**config.mk**
```make
export PLATFORM = sky130hd
export DESIGN_NAME = dual_chan_pass_fifo
export DESIGN_NICKNAME = d
export VERILOG_FILES = /design/src/rtl/dual_chan_pass_pkg.sv /design/src/rtl/dual_chan_pass_fifo_chan.sv /design/src/rtl/dual_chan_pass_fifo.sv
export SDC_FILE = /design/constraint.sdc
export NUM_CORES = 1
export LEC_CHECK = 0
export CAP_MARGIN = 0
export CORE_AREA = 5 5 98 100
export CTS_CLUSTER_SIZE = 28
export DETAILED_ROUTE_END_ITERATION = 7
export DIE_AREA = 0 0 103 105
export GPL_TIMING_DRIVEN = 0
export SETUP_SLACK_MARGIN = 0.1
export SKIP_CTS_REPAIR_TIMING = 1
export SLEW_MARGIN = 20
export SYNTH_ARGS = -nofsm -noshare
export SYNTH_HDL_FRONTEND = slang
export SYNTH_SLANG_ARGS = --single-unit
export TNS_END_PERCENT = 50
```
**constraint.sdc**
```tcl
create_clock -name clk -period 3.55 [get_ports clk]
set_input_delay 0.8875 -clock clk [delete_from_list [all_inputs] [get_ports clk]]
set_output_delay 0.8875 -clock clk [all_outputs]
set_load 0.1 [all_outputs]
```
**src/rtl/dual_chan_pass_pkg.sv**
```systemverilog
// Shared constants and helpers for dual_chan_pass_fifo.
// Holds pointer-width helper, stats width and lockstep mode encodings.
package dual_chan_pass_pkg;

    localparam int STATS_W      = 16;
    localparam int LOCKSTEP_OFF = 0;
    localparam int LOCKSTEP_ON  = 1;

    function automatic int clog2(input int value);
        int r;
        r = 0;
        for (int i = 0; i < 32; i++) begin
            if ((1 << r) < value) begin
                r = r + 1;
            end
        end
        return r;
    endfunction

endpackage

```
**src/rtl/dual_chan_pass_fifo_chan.sv**
```systemverilog
// Single-channel circular FIFO used by dual_chan_pass_fifo.
// Push/pop strobes are masked internally by full/empty.
module chan_fifo
    import dual_chan_pass_pkg::*;
#(
    parameter int WIDTH = 8,
    parameter int DEPTH = 4
) (
    input  logic                     clk,
    input  logic                     rst_n,
    input  logic                     i_push,
    input  logic                     i_pop,
    input  logic [WIDTH-1:0]         i_data,
    output logic [WIDTH-1:0]         o_data,
    output logic [clog2(DEPTH):0]    o_count,
    output logic                     o_empty,
    output logic                     o_full
);

    localparam int AW = clog2(DEPTH);
    localparam int CW = AW + 1;

    logic [WIDTH-1:0] r_mem [DEPTH];
    logic [AW-1:0]    r_wr_ptr;
    logic [AW-1:0]    r_rd_ptr;
    logic [CW-1:0]    r_count;
    logic             w_push;
    logic             w_pop;

    assign o_full  = (r_count == CW'(DEPTH));
    assign o_empty = (r_count == '0);
    assign w_push  = i_push & ~o_full;
    assign w_pop   = i_pop & ~o_empty;
    assign o_data  = r_mem[r_rd_ptr];
    assign o_count = r_count;

    // Storage: cleared on reset, written at the write pointer on push.
    always_ff @(posedge clk or negedge rst_n) begin
        if (!rst_n) begin
            for (int i = 0; i < DEPTH; i++) begin
                r_mem[i] <= '0;
            end
        end else if (w_push) begin
            r_mem[r_wr_ptr] <= i_data;
        end
    end

    // Pointers wrap naturally at DEPTH; count tracks push/pop balance.
    always_ff @(posedge clk or negedge rst_n) begin
        if (!rst_n) begin
            r_wr_ptr <= '0;
            r_rd_ptr <= '0;
            r_count  <= '0;
        end else begin
            if (w_push) begin
                r_wr_ptr <= r_wr_ptr + AW'(1);
            end
            if (w_pop) begin
                r_rd_ptr <= r_rd_ptr + AW'(1);
            end
            if (w_push && !w_pop) begin
                r_count <= r_count + CW'(1);
            end else if (!w_push && w_pop) begin
                r_count <= r_count - CW'(1);
            end
        end
    end

endmodule

```
**src/rtl/dual_chan_pass_fifo.sv**
```systemverilog
// Two-channel buffered pass-through with optional lockstep popping.
// Define DUAL_CHAN_PASS_STATS_EN to add per-channel pop counters.
module dual_chan_pass_fifo
    import dual_chan_pass_pkg::*;
#(
    parameter int WIDTH1   = 8,
    parameter int WIDTH2   = 6,
    parameter int DEPTH    = 4,
    parameter int LOCKSTEP = LOCKSTEP_OFF
) (
    input  logic                    clk,
    input  logic                    rst_n,
    input  logic                    in1_valid,
    output logic                    in1_ready,
    input  logic [WIDTH1-1:0]       in1_data,
    input  logic                    in2_valid,
    output logic                    in2_ready,
    input  logic [WIDTH2-1:0]       in2_data,
    output logic                    out1_valid,
    input  logic                    out1_ready,
    output logic [WIDTH1-1:0]       out1_data,
    output logic                    out2_valid,
    input  logic                    out2_ready,
    output logic [WIDTH2-1:0]       out2_data,
`ifdef DUAL_CHAN_PASS_STATS_EN
    output logic [STATS_W-1:0]      pop_cnt1,
    output logic [STATS_W-1:0]      pop_cnt2,
`endif
    output logic [clog2(DEPTH):0]   count1,
    output logic [clog2(DEPTH):0]   count2
);

    logic w_push1;
    logic w_push2;
    logic w_pop1;
    logic w_pop2;
    logic w_empty1;
    logic w_empty2;
    logic w_full1;
    logic w_full2;

    chan_fifo #(
        .WIDTH (WIDTH1),
        .DEPTH (DEPTH)
    ) u_ch1 (
        .clk     (clk),
        .rst_n   (rst_n),
        .i_push  (w_push1),
        .i_pop   (w_pop1),
        .i_data  (in1_data),
        .o_data  (out1_data),
        .o_count (count1),
        .o_empty (w_empty1),
        .o_full  (w_full1)
    );

    chan_fifo #(
        .WIDTH (WIDTH2),
        .DEPTH (DEPTH)
    ) u_ch2 (
        .clk     (clk),
        .rst_n   (rst_n),
        .i_push  (w_push2),
        .i_pop   (w_pop2),
        .i_data  (in2_data),
        .o_data  (out2_data),
        .o_count (count2),
        .o_empty (w_empty2),
        .o_full  (w_full2)
    );

    // Ready depends only on registered fullness, so a pop never frees a slot
    // for a push in the same cycle.
    assign in1_ready = ~w_full1;
    assign in2_ready = ~w_full2;
    assign w_push1   = in1_valid & ~w_full1;
    assign w_push2   = in2_valid & ~w_full2;

    generate
        if (LOCKSTEP == LOCKSTEP_ON) begin : g_lock
            logic w_both;
            logic w_pop_both;
            assign w_both     = ~w_empty1 & ~w_empty2;
            assign w_pop_both = w_both & out1_ready & out2_ready;
            assign out1_valid = w_both;
            assign out2_valid = w_both;
            assign w_pop1     = w_pop_both;
            assign w_pop2     = w_pop_both;
        end else begin : g_indep
            assign out1_valid = ~w_empty1;
            assign out2_valid = ~w_empty2;
            assign w_pop1     = ~w_empty1 & out1_ready;
            assign w_pop2     = ~w_empty2 & out2_ready;
        end
    endgenerate

`ifdef DUAL_CHAN_PASS_STATS_EN
    logic [STATS_W-1:0] r_pop_cnt1;
    logic [STATS_W-1:0] r_pop_cnt2;

    // Free-running pop counters, wrapping at 2^STATS_W.
    always_ff @(posedge clk or negedge rst_n) begin
        if (!rst_n) begin
            r_pop_cnt1 <= '0;
            r_pop_cnt2 <= '0;
        end else begin
            if (w_pop1) begin
                r_pop_cnt1 <= r_pop_cnt1 + STATS_W'(1);
            end
            if (w_pop2) begin
                r_pop_cnt2 <= r_pop_cnt2 + STATS_W'(1);
            end
        end
    end

    assign pop_cnt1 = r_pop_cnt1;
    assign pop_cnt2 = r_pop_cnt2;
`else
`endif

endmodule
```
==> results_dict.tcl <==
set metrics [dict create \
    synth-main-ff-cell "dfrtp_1" \
    synth-seq-cells 70 \
    cts_num_sinks 70 \
    worstSetupStartpointType "register" \
    syn_inst 209 \
    finalClockSkew_ps 12.3 \
    synth_common_cells "70 x dfrtp_1, 35 x mux2_2, 24 x mux2_4" \
    grt_max_degree 43 \
    fin_nets 296 \
    dieHeight_um 105 \
    ant_nets 0 \
    syn_avg_cell_area_sq_um 16.1 \
    cp_max_fo 6 \
    via_per_inst 4.88 \
    maxSlewViolCount 0 \
    cts_made_buffers 9 \
    htree_levels 3 \
    path_class "reg2out" \
    diodes 0 \
    finalWirelength_mm 6.08 \
    route.detailed.drc 0 \
    hpwl_mm 4.06 \
    path_clk_slew_ps 80 \
    ys_top_cells_by_area "dfrtp_1 52%, mux2_2 12%, mux2_4 11%" \
    async_flop_share_pct 100 \
    yosysWarningCount 0 \
    cts_tree "yes" \
    yosysTopAreaCellShare_pct 52.2 \
    cp.required_ps 2660 \
    drt-initial-drc-count 31 \
    finalCritPeriodShare_pct 89.2 \
    hold_viol 0 \
    preCtsSetupSlack_ps 403 \
    cts_max_path_buffers 2 \
    hold_class "in2async" \
    syn_area_sq_mm 0.00336 \
    r2r_start "u_ch2.o_count[0]$_DFFE_PN0P_" \
    globalplace.congestion 0.675 \
    maxCapViolCount 0 \
    fin_hold_ws_ps 473 \
    status "complete, no violations" \
    fill_cells 764 \
    dp.cells 361 \
    yosysMostFrequentCell "dfrtp_1" \
    period_needed_ps 3160 \
    track_usage_pct 12.5 \
    vias 1840 \
    core_area_sq_mm 0.00859 \
    synth_nets 241 \
    cts-root-buf "clkbuf_8" \
    ff2ff_path_depth 7 \
    dieArea_sq_mm 0.0108 \
    io_buffers 43 \
    fp-row-count 34 \
    area_growth_pct 24.3 \
    worst_pin_slew_ps 983 \
    grt_pass1_wl_mm 10.3 \
    io_pins 44 \
    clk-insertion-delay-late_ps 330 \
    setup_ws_ps 385 \
    grt_pass1_vias 2020 \
    synth_largest_area_cell "dfrtp_1" \
    critPathCaptureType "output port" \
    r2r_end "u_ch2.o_count[1]$_DFFE_PN0P_" \
    start_util_pct 39.1 \
    yosysUniqueCellTypes 23 \
    antenna_found_initial 0 \
    synth_edf_count 0 \
    wl_per_cell_um 16.1 \
    fmax_mhz 316 \
    rsz0062_at_grt "no" \
    finalSetupViolations 0 \
    overflow 0 \
    ys_seq_area_share_pct 52.2 \
    drive_gt1_share_pct 39.0 \
    r2r_setup_slack_ps 1340 \
    final_cells 377 \
    cp.arrival_ps 2280 \
    drt-pass1-iter-count 4 \
    max-slew-margin-rel_pct 34.4 \
    dieWidth_um 103 \
]
## flip-flops by register name (all words and copies together), names as in the netlist
signal,count
u_ch2.o_count,3
u_ch2.r_wr_ptr,2
u_ch1.r_wr_ptr,2
u_ch2.r_mem,24
u_ch2.r_rd_ptr,2
u_ch1.r_mem,32
u_ch1.r_rd_ptr,2
u_ch1.o_count,3
## routing by layer
layer / routed length, um / GRT usage (%) / up-vias
li1: - / - / 852
met1: 2810 / 16.7 / 947
met2: 2970 / 19.2 / 39
met3: 295 / 4.00 / 2
met4: 3 / 4.16 / 0
met5: 0 / 0 / -
## placed cells by master (no fill, tap or decap)
cell | synthesis | routed
inv_1 | 7 | 7
buf_1 | 2 | 2
dfrtp_1 | 70 | 70
nor2b_1 | 1 | 1
mux4_2 | 14 | 14
ha_1 | 10 | 10
or3b_1 | 1 | 1
inv_6 | 0 | 1
and3_4 | 4 | 4
nor2_1 | 2 | 2
mux2_4 | 24 | 24
buf_6 | 5 | 5
or3_1 | 2 | 2
nand3_1 | 3 | 3
buf_16 | 0 | 1
clkdlybuf4s50_1 | 0 | 28
clkbuf_1 | 0 | 2
fa_1 | 2 | 2
buf_4 | 0 | 1
dlymetal6s2s_1 | 0 | 14
nor2_2 | 4 | 4
clkinv_2 | 0 | 1
mux2_2 | 35 | 35
nor3b_2 | 1 | 1
clkbuf_8 | 0 | 9
buf_2 | 2 | 2
and2_1 | 1 | 1
o21ai_0 | 1 | 1
bufinv_16 | 0 | 1
xnor2_1 | 8 | 8
xor2_1 | 4 | 4
clkinvlp_4 | 0 | 2
nand2_1 | 6 | 6
## kinds of logic after synthesis
group	count (synthesis)	synth area share, %
XOR/XNOR	12	3.13
adder cells (fa/ha/maj)	12	4.92
AO/OA/AOI/OAI	1	0.149
buffers and inverters	16	2.98
multiplexers	73	31.9
flip-flops	70	52.2
AND/OR/NAND/NOR	25	4.81
## critical path: stages, from the launching register on
cell,delay [ps]
dfrtp_1,450
nor3b_2,450
inv_1,70
clkdlybuf4s50_1,980
## cell type report
class,count,area (sq um),area share [%]
sequential,70,1750,42.0
multi-input combinational,123,1510,36.1
timing repair buffer,44,490,11.8
tap,108,135,3.24
clock buffer,11,131,3.15
buffer,9,73.8,1.77
clock inverter,5,58.8,1.41
inverter,7,26.3,0.629
## how the worst max path moves through the flow
stage | from | end | depth (start not counted)
final | u_ch1.o_count[0]$_DFFE_PN0P_ | in1_ready | 3
after CTS | u_ch1.r_rd_ptr[1]$_DFFE_PN0P_ | out1_data[1] | 3
after global routing | u_ch1.o_count[1]$_DFFE_PN0P_ | in1_ready | 3
after floorplan | u_ch1.o_count[0]$_DFFE_PN0P_ | u_ch1.o_count[1]$_DFFE_PN0P_ | 6
after detailed placement | u_ch1.r_rd_ptr[1]$_DFFE_PN0P_ | out1_data[1] | 3
after global placement | rst_n | u_ch2.o_count[2]$_DFFE_PN0P_ | 1
## per-stage QoR
step / util (%) / TNS, ps / cell area [sq um]
final: 48.6 / 0 / 4170
after global routing: 48.6 / 0 / 4170
after CTS: 48.2 / 0 / 4140
after detailed placement: 46.0 / 0 / 3950
after global placement: 45.7 / -64790 / 3920
after floorplan: - / 0 / 3360
Power is left out: the tool's default activity adds up to more than one toggle a clock period on the data nets, which glitch-free logic cannot reach.
